==> src/rtl/rot180_addr_gen.sv <==
// Frame-buffer address generator for 180-degree rotation: linear writes in raster
// order, reversed readout, with two banks handed off between the write and read sides.
module rot180_addr_gen #(
  parameter int H_ACT = 160,
  parameter int V_ACT = 120
) (
  input  logic        clk,
  input  logic        rst_n,
  input  logic        i_vs,
  input  logic        i_de,
  input  logic [15:0] i_data,
  output logic        o_wr_en,
  output logic [14:0] o_wr_addr,
  output logic [9:0]  o_wr_x,
  output logic [15:0] o_wr_data,
  output logic        o_wr_bank,
  input  logic        i_rd_start,
  input  logic        i_rd_req,
  output logic        o_rd_en,
  output logic [14:0] o_rd_addr,
  output logic [9:0]  o_rd_x,
  output logic        o_rd_bank,
  output logic        o_rd_busy,
  output logic        o_frame_rdy,
  output logic        o_rd_done
);

  localparam int          N         = H_ACT * V_ACT;
  localparam logic [14:0] LAST_ADDR = 15'(N - 1);
  localparam logic [9:0]  LAST_COL  = 10'(H_ACT - 1);
  localparam logic [14:0] LAST_ROW  = 15'(V_ACT - 1);

  typedef enum logic [1:0] {IDLE, READ, DONE} rd_state_t;

  rd_state_t   state, state_nx;
  logic        vs_d;
  logic        wr_arm;
  logic [9:0]  wr_col;
  logic [14:0] wr_row;
  logic [14:0] wr_cnt;
  logic        commit_pend;
  logic        rdy_bank;
  logic [14:0] rd_cnt;
  logic [9:0]  rd_col;

  logic vs_rise, wr_accept, wr_last, overwrite, rd_go, rd_step;

  assign vs_rise   = i_vs & ~vs_d;
  // The sync cycle only re-arms; a pixel in that same cycle is not taken.
  assign wr_accept = wr_arm & i_de & ~vs_rise;
  assign wr_last   = (wr_col == LAST_COL) && (wr_row == LAST_ROW);
  assign overwrite = vs_rise & o_frame_rdy & (rdy_bank == o_wr_bank);
  assign rd_go     = (state == IDLE) & i_rd_start & o_frame_rdy & ~overwrite & ~commit_pend;
  assign rd_step   = (state == READ) & i_rd_req;

  // NOTE: reset is asynchronous; every register here is a plain flop, so all are cleared.
  always_ff @(posedge clk or negedge rst_n) begin
    if (!rst_n) state <= IDLE;
    else        state <= state_nx;
  end

  // NOTE: state_nx gets its default first so no path through the case leaves it unassigned (no latch).
  always_comb begin
    state_nx = state;
    case (state)
      IDLE:    if (rd_go) state_nx = READ;
      READ:    if (rd_step && rd_cnt == LAST_ADDR) state_nx = DONE;
      DONE:    state_nx = IDLE;
      default: state_nx = IDLE;
    endcase
  end

  // NOTE: sequential state uses non-blocking assignments so every flop samples pre-edge values.
  always_ff @(posedge clk or negedge rst_n) begin
    if (!rst_n) begin
      vs_d        <= 1'b0;
      wr_arm      <= 1'b0;
      wr_col      <= '0;
      wr_row      <= '0;
      wr_cnt      <= '0;
      commit_pend <= 1'b0;
      o_wr_en     <= 1'b0;
      o_wr_addr   <= '0;
      o_wr_x      <= '0;
      o_wr_data   <= '0;
    end else begin
      vs_d        <= i_vs;
      o_wr_en     <= wr_accept;
      commit_pend <= wr_accept & wr_last;
      if (vs_rise) begin
        wr_arm <= 1'b1;
        wr_col <= '0;
        wr_row <= '0;
        wr_cnt <= '0;
      end else if (wr_accept) begin
        o_wr_addr <= wr_cnt;
        o_wr_x    <= wr_col;
        o_wr_data <= i_data;
        if (wr_last) begin
          wr_arm <= 1'b0;
          wr_col <= '0;
          wr_row <= '0;
          wr_cnt <= '0;
        end else begin
          wr_cnt <= wr_cnt + 15'd1;
          if (wr_col == LAST_COL) begin
            wr_col <= '0;
            wr_row <= wr_row + 15'd1;
          end else begin
            wr_col <= wr_col + 10'd1;
          end
        end
      end
    end
  end

  // Bank hand-off: a commit while reading keeps the write bank, so the newer
  // frame replaces the pending one instead of landing on the bank being read.
  always_ff @(posedge clk or negedge rst_n) begin
    if (!rst_n) begin
      rdy_bank    <= 1'b0;
      o_frame_rdy <= 1'b0;
      o_wr_bank   <= 1'b0;
      o_rd_bank   <= 1'b0;
    end else if (commit_pend) begin
      rdy_bank    <= o_wr_bank;
      o_frame_rdy <= 1'b1;
      if (!o_rd_busy) o_wr_bank <= ~o_wr_bank;
    end else if (rd_go) begin
      o_rd_bank   <= rdy_bank;
      o_frame_rdy <= 1'b0;
      if (rdy_bank == o_wr_bank) o_wr_bank <= ~o_wr_bank;
    end else if (overwrite) begin
      o_frame_rdy <= 1'b0;
    end
  end

  always_ff @(posedge clk or negedge rst_n) begin
    if (!rst_n) begin
      o_rd_busy <= 1'b0;
      o_rd_done <= 1'b0;
      o_rd_en   <= 1'b0;
      o_rd_addr <= '0;
      o_rd_x    <= '0;
      rd_cnt    <= '0;
      rd_col    <= '0;
    end else begin
      o_rd_busy <= (state_nx != IDLE);
      o_rd_done <= (state_nx == DONE);
      o_rd_en   <= rd_step;
      if (rd_go) begin
        rd_cnt <= '0;
        rd_col <= '0;
      end else if (rd_step) begin
        o_rd_addr <= LAST_ADDR - rd_cnt;
        o_rd_x    <= LAST_COL - rd_col;
        rd_cnt    <= rd_cnt + 15'd1;
        rd_col    <= (rd_col == LAST_COL) ? 10'd0 : rd_col + 10'd1;
      end
    end
  end

endmodule

==> config.mk <==
export PLATFORM = sky130hd
export DESIGN_NAME = rot180_addr_gen
export DESIGN_NICKNAME = d
export VERILOG_FILES = /design/src/rtl/rot180_addr_gen.sv
export SDC_FILE = /design/constraint.sdc
export NUM_CORES = 1
export LEC_CHECK = 0
export ABC_AREA = 1
export BUFFER_PORTS_ARGS = -buffer_cell sky130_fd_sc_hd__buf_2
export CORE_MARGIN = 2
export CORE_UTILIZATION = 50
export CTS_BUF_LIST = sky130_fd_sc_hd__clkbuf_4 sky130_fd_sc_hd__clkbuf_8
export DETAILED_ROUTE_END_ITERATION = 10
export GPL_TIMING_DRIVEN = 0
export PLACE_DENSITY = 0.72
export SYNTH_ARGS = -nofsm -noshare
export SYNTH_HDL_FRONTEND = slang
export SYNTH_SLANG_ARGS = --single-unit
==> constraint.sdc <==
create_clock -name clk -period 1.59 [get_ports clk]
set_input_delay 0 -clock clk [delete_from_list [all_inputs] [get_ports clk]]
set_output_delay 0 -clock clk [all_outputs]
set_load 0.05 [all_outputs]
==> impl_metrics.env, run 1 <==
export IMPL_drt_iter0_drc=405
export IMPL_intPower_uw=6496
export IMPL_finalClockSkew_ns=0.01095
export IMPL_synth_edff_count=0
export IMPL_fp_row_count=42
export IMPL_antenna_violating_nets_post_route=0
export IMPL_mostFrequentLayoutCell="nand2_1"
export IMPL_max_cap_violations=0
export IMPL_worstSkewPairLatency_ns=0.46
export IMPL_hpwl_um=11430
export IMPL_die_area_um2=14780
export IMPL_cts_buffer_depth=2
export IMPL_sequential_cell_area_um2=3612
export IMPL_combinational_power_share_pct=26.5
export IMPL_critical_path_top_cell_by_count="nand2_2"
export IMPL_vias_per_cell=5.110
export IMPL_setup_violations_final=0
export IMPL_timing_final_max_slew_violations=0
export IMPL_placement_cell_area_um2=7636
export IMPL_clk_pin_slew_worst_paths_ns=0.08
export IMPL_design_core_area_um2=13350
export IMPL_grt_pass1_vias=5815
export IMPL_endpoint_kind="flip-flop"
export IMPL_slew_limit_headroom_pct=61.14
export IMPL_initial_utilization_pct=51.78
export IMPL_mostFrequentLayoutCells="257 x nand2_1, 137 x dfrtp_1, 99 x buf_2"
export IMPL_finalPower_uw=10320
export IMPL_timing_critical_path_cells="ha_4 -> nand2_2 -> nor2_1 -> nand2_1 -> nor2_2 -> nand2_2 -> buf_4 -> nand3_1 -> o21ai_0"
export IMPL_max_freq_mhz=653.7
export IMPL_gp_routability_congestion=0.8867
export IMPL_yosysUniqueCellTypes=31
export IMPL_cts_htree_levels=4
export IMPL_wl_per_cell_um=14.03
export IMPL_ys_dominant_reg_cell="dfrtp_1"
export IMPL_final_design_area_no_fill_um2=8582
export IMPL_setup_total_negative_slack_ns=0
export IMPL_syn_to_final_growth_pct=24.17
export IMPL_synthesis_nets=897
export IMPL_status="finished, final reports clean"
export IMPL_drive_gt1_share_pct=21.57
export IMPL_multiInputGateArea_um2=3024
export IMPL_asyncSetResetFlopFracSynth_pct=100.0
export IMPL_drt_pre_antenna_iters=8
export IMPL_clk_pwr_share_pct=28.5
export IMPL_clock_tree_root_cell="clkbuf_8"
export IMPL_path_class="reg2reg"
export IMPL_vias=6157
export IMPL_cp_slowest_stage_delay_ns=0.42
export IMPL_synthesis_instances=865
export IMPL_yosysSeqAreaShare_pct=52.14
export IMPL_worst_hold_path_type="in2reg"
export IMPL_final_period_utilization_pct=96.22
export IMPL_finalWorstPathRequiredPeriod_ns=1.530
export IMPL_critical_path_top_delay_family="simple AND/OR/NAND/NOR gates"
export IMPL_hold_viol_final=0
export IMPL_die_height_um=121.6
export IMPL_power_share_switching_pct=37.05
export IMPL_wirelength_um=16900
export IMPL_critical_path_slowest_cell="dfrtp_1"
export IMPL_finalHoldWorstSlack_ns=0.07894
export IMPL_postSynthRegisterBits=144
export IMPL_grt_max_degree=83
export IMPL_grt_total_usage_pct=23.71
export IMPL_die_w_um=121.6
export IMPL_remaining_drc_errors=0
export IMPL_n_fill_cell=1141
export IMPL_fin_util_pct=64.30
export IMPL_grt_overflow=0
export IMPL_design_final_nets=1048
export IMPL_diodes=0
export IMPL_yosysWarningCount=0
export IMPL_path_max_fanout=5
export IMPL_tritoncts="done"
export IMPL_proportion_of_power_drawn_by_flip_flops_and_latches_pct=45.0
export IMPL_grt_pass1_wl_um=27600
export IMPL_port_buffers=94
export IMPL_cts_made_buffers=17
export IMPL_critical_path_launch_point_type="flip-flop"
export IMPL_power_per_cell_area_nw_per_um2=1202
export IMPL_ios=95
export IMPL_cp_data_required_time_ns=1.92
export IMPL_cts_num_sinks=144
export IMPL_power_switching_uw=3823
export IMPL_vdd_drop_max_v=0.0007978
export IMPL_synthesis_area_per_instance_um2=7.990
export IMPL_power_leakage_uw=0.004266
export IMPL_grt_setup_unrepaired="yes"
export IMPL_worst_slew_pin_transition_ns=0.5829
export IMPL_mappedNetlistArea_um2=6912
export IMPL_initial_antenna_violation_count=0
export IMPL_worst_path_buf_inv=1
export IMPL_worst_endpoint_arrival_ns=1.86
[synthesized netlist by cell type (11+ instances only)]
cell type | n | area [um^2]
dfrtp_1 | 144 | 3603
clkbuf_1 | 11 | 41.29
nand2_1 | 265 | 994.7
nand3_1 | 53 | 265.3
nand4_1 | 21 | 131.4
o21ai_0 | 68 | 340.3
inv_1 | 79 | 296.5
a21oi_1 | 16 | 80.08
xor2_1 | 24 | 210.2
nor3_1 | 16 | 80.08
nor2_1 | 105 | 394.1
[worst paths after layout]
check                           endpoint  slack (ns)           from  cells past startpoint
max                            wr_cnt[1]        0.06      wr_row[1]                      9
min                           wr_row[10]        0.08           i_de                      5
max reg2reg                    wr_cnt[1]        0.06      wr_row[1]                      9
min reg2reg                o_wr_data[14]        0.47  o_wr_data[14]                      2
max in group asynchronous     wr_row[10]        0.69          rst_n                      3
min in group asynchronous      rd_cnt[7]        0.09          rst_n                      2
[layout make-up]
cell class | count | area share, %
buffer | 27 | 1.895
clock buffer | 22 | 3.382
clock inverter | 10 | 1.283
inverter | 84 | 3.732
multi-input combinational | 610 | 35.24
sequential | 144 | 42.09
tap | 176 | 2.566
timing repair buffer | 131 | 9.754
timing repair inverter | 1 | 0.05832
[tightest hold or removal path, stage by stage]
cell and delay (ns):
buf_2 0.10, nand2_2 0.16, nor2_2 0.09, nand4_1 0.08
o21ai_0 0.07
[logic make-up (layout without fill, tap and decap cells)]
kind of cell | Yosys count | after routing | share of synthesized area (%)
buffers and inverters | 111 | 275 | 6.499
AO/OA/AOI/OAI | 95 | 95 | 7.241
AND/OR/NAND/NOR | 476 | 476 | 28.64
XOR/XNOR | 29 | 29 | 3.675
flip-flops | 144 | 144 | 52.14
adder cells (fa/ha/maj) | 10 | 10 | 1.810
[stage by stage]
| step | instances | worst slack, ns |
|---|---|---|
| 2_1_floorplan | 865 | 0.02102 |
| 3_3_place_gp | 1135 | -1.528 |
| 3_5_place_dp | 1136 | -0.2250 |
| 4_1_cts | 1192 | 0.002848 |
| 5_1_grt | 1205 | -0.04764 |
| 6_report | 1205 | 0.06014 |
[power by group through the flow]
stage          Clock (uW)  Combinational (uW)  Sequential [uW]
3_5_place_dp            0                2540             4690
2_1_floorplan           0                 824             5650
5_1_grt              3100                2980             4720
6_report             2940                2740             4640
3_3_place_gp            0                2480             4670
4_1_cts              2970                2640             4610
[flip-flops by register name, indices dropped and copies added, names as in the netlist, 2 cells and up]
name	cells
state	2
o_wr_x	10
o_rd_addr	15
wr_cnt	15
rd_cnt	15
rd_col	10
o_rd_x	10
o_wr_addr	15
wr_col	10
o_wr_data	16
wr_row	15
[routing by layer]
metal,routed length (um),vias up,part of all wire (%),track usage [%]
li1,-,3056,-,-
met1,7566,2878,45,32.38
met2,8099,189,48,37.78
met3,832,34,4.9,4.869
met4,403,0,2.4,8.621
met5,0,-,0,0
[timing repair]
action	CTS	global route
gates cloned	1	0
setup endpoints to repair	45	93
hold buffers	20	0
buffers inserted	3	13
gates resized for setup	10	66
pin swaps	1	7
endpoints found under the hold margin	82	0
No activity file was read; power rests on OpenSTA's default activity.
==> run 2, diff against run 1 <==
--- a/config.mk
+++ b/config.mk
@@ -9,7 +9,7 @@
 export BUFFER_PORTS_ARGS = -buffer_cell sky130_fd_sc_hd__buf_2
 export CORE_MARGIN = 2
 export CORE_UTILIZATION = 50
-export CTS_BUF_LIST = sky130_fd_sc_hd__clkbuf_4 sky130_fd_sc_hd__clkbuf_8
+export CTS_BUF_LIST = sky130_fd_sc_hd__clkbuf_8
 export DETAILED_ROUTE_END_ITERATION = 10
 export GPL_TIMING_DRIVEN = 0
 export PLACE_DENSITY = 0.72
==> run 2 against run 1 <==
- worst hold slack hardly changed
- maximum frequency increased by 0.92%
- cell count is the same
- highest routed layer unchanged
- sequential share of layout area about the same
- combinational power about the same
- clock-buffer cell count is 2 lower
- setup slack improved by 0.014 ns
- register-to-register slack is essentially flat
==> impl_metrics.env, run 2 (synthesis gave the netlist of run 1 again) <==
export IMPL_status="finished, final reports clean"
export IMPL_post_place_cells=1136
export IMPL_sequential_cell_area_um2=3612
export IMPL_power_leakage_uw=0.004268
export IMPL_fp_row_count=42
export IMPL_finalClockSkew_ns=0.01235
export IMPL_die_area_um2=14780
export IMPL_mostFrequentLayoutCell="nand2_1"
export IMPL_setup_total_negative_slack_ns=0
export IMPL_die_height_um=121.6
export IMPL_max_cap_violations=0
export IMPL_worst_hold_path_type="in2reg"
export IMPL_syn_to_final_growth_pct=24.13
export IMPL_cts_num_sinks=144
export IMPL_drt_pre_antenna_iters=5
export IMPL_intPower_uw=6450
export IMPL_finalWorstPathRequiredPeriod_ns=1.516
export IMPL_clk_pin_slew_worst_paths_ns=0.08
export IMPL_timing_critical_path_from="wr_row[1]"
export IMPL_design_core_area_um2=13350
export IMPL_remaining_drc_errors=0
export IMPL_mostFrequentLayoutCells="257 x nand2_1, 137 x dfrtp_1, 99 x buf_2"
export IMPL_antenna_violating_nets_post_route=0
export IMPL_power_switching_uw=3826
export IMPL_regMostFlops="o_wr_data"
export IMPL_grt_total_usage_pct=23.75
export IMPL_grt_max_degree=83
export IMPL_worstReg2RegStart="wr_row[1]"
export IMPL_n_fill_cell=1145
export IMPL_largest_reg_flops=16
export IMPL_wirelength_um=16910
export IMPL_hpwl_um=11430
export IMPL_path_class="reg2reg"
export IMPL_clk_pwr_share_pct=28.2
export IMPL_port_buffers=94
export IMPL_multiInputGateArea_um2=3029
export IMPL_power_share_switching_pct=37.23
export IMPL_initial_utilization_pct=51.78
export IMPL_worstSkewPairLatency_ns=0.46
export IMPL_setup_violations_final=0
export IMPL_grt_pass1_vias=5838
export IMPL_endpoint_kind="flip-flop"
export IMPL_combinational_power_share_pct=26.6
export IMPL_gp_routability_congestion=0.8867
export IMPL_die_w_um=121.6
export IMPL_vias_per_cell=5.099
export IMPL_vdd_drop_max_v=0.0007969
export IMPL_diodes=0
export IMPL_cts_htree_levels=4
export IMPL_grt_setup_unrepaired="yes"
export IMPL_design_final_nets=1048
export IMPL_slew_limit_headroom_pct=61.17
export IMPL_grt_pass1_wl_um=27660
export IMPL_path_max_fanout=5
export IMPL_instances_no_fill=1205
export IMPL_cts_made_buffers=17
export IMPL_ios=95
export IMPL_grt_overflow=0
export IMPL_worst_endpoint_arrival_ns=1.85
export IMPL_initial_antenna_violation_count=0
export IMPL_wl_per_cell_um=14.03
export IMPL_cp_data_required_time_ns=1.93
export IMPL_max_freq_mhz=659.6
export IMPL_critical_path_launch_point_type="flip-flop"
export IMPL_proportion_of_power_drawn_by_flip_flops_and_latches_pct=45.2
export IMPL_tritoncts="done"
export IMPL_worst_slew_pin_transition_ns=0.5825
export IMPL_hold_start="i_de"
export IMPL_drt_iter0_drc=433
export IMPL_clock_tree_root_cell="clkbuf_8"
export IMPL_hold_viol_final=0
export IMPL_drive_gt1_share_pct=21.48
export IMPL_vias=6144
export IMPL_final_period_utilization_pct=95.34
export IMPL_cts_buffer_depth=2
export IMPL_timing_final_max_slew_violations=0
export IMPL_power_per_cell_area_nw_per_um2=1198
[run 2: cell types whose count changed in the layout (fill, tap and decap cells not counted)]
cell,change
inv_1,+2
nand3_1,-1
nand3_2,+1
clkbuf_4,-2
[run 2: worst paths after layout]
| path | to | slack, ns | cells after the start |
|---|---|---|---|
| hold reg to reg | o_wr_data[1] | 0.47 | 2 |
| setup / recovery | wr_cnt[12] | 0.07 | 9 |
| setup reg to reg | wr_cnt[12] | 0.07 | 9 |
| hold / removal | wr_row[8] | 0.08 | 5 |
| min in group asynchronous | rd_cnt[7] | 0.09 | 2 |
| max in group asynchronous | wr_row[10] | 0.68 | 3 |
[run 2: routing by layer]
metal  global-route usage (%)  up-vias  share of wire [%]
li1                         -     3051                  -
met1                    32.38     2878                 45
met2                    37.92      182                 48
met3                    4.869       33                4.6
met4                    8.621        0                2.3
met5                        0        -                  0
[run 2: what timing repair did]
action | in CTS | in global routing
pin swaps | 1 | 7
endpoints found under the setup margin | 45 | 94
hold buffers | 20 | 0
cloned | 1 | 0
hold endpoints to repair | 82 | 0
setup buffers | 3 | 13
gates resized for setup | 10 | 67
[run 2: layout make-up]
cell class	count	share of cell area (%)
Clock inverter	12	1.371
Tap cell	176	2.567
Clock buffer	20	3.208
Timing Repair inverter	1	0.05833
Inverter	84	3.733
Buffer	27	1.896
Timing Repair Buffer	131	9.756
Sequential cell	144	42.10
Multi-Input combinational cell	610	35.31
[run 2: critical path: stages (launching register included)]
cell and delay [ns]:
dfrtp_1 0.42, ha_4 0.18, nand2_2 0.10, nor2_1 0.12, nand2_1 0.07, nor2_2 0.12, nand2_2 0.09, buf_4 0.16
nand4_1 0.06, o21ai_0 0.08
[run 2: power groups by stage]
stage / Clock, uW / Combinational (uW) / Sequential [uW]
3_5_place_dp: 0 / 2540 / 4690
2_1_floorplan: 0 / 824 / 5650
5_1_grt: 3060 / 2980 / 4720
3_3_place_gp: 0 / 2480 / 4670
6_report: 2890 / 2740 / 4640
4_1_cts: 2920 / 2640 / 4610
[run 2: per-stage QoR]
stage	setup WS, ns	total power [uW]	instance area, um^2	hold WS, ns	util [%]
after floorplan	0.02102	6477	6912	-0.2956	-
after global placement	-1.528	7150	7602	0.1397	56.96
after detailed placement	-0.2250	7231	7636	0.02436	57.21
after CTS	0.002844	10170	8290	0.1054	62.11
after global routing	-0.04824	10760	8579	0.1031	64.28
final	0.07403	10280	8579	0.07878	64.28
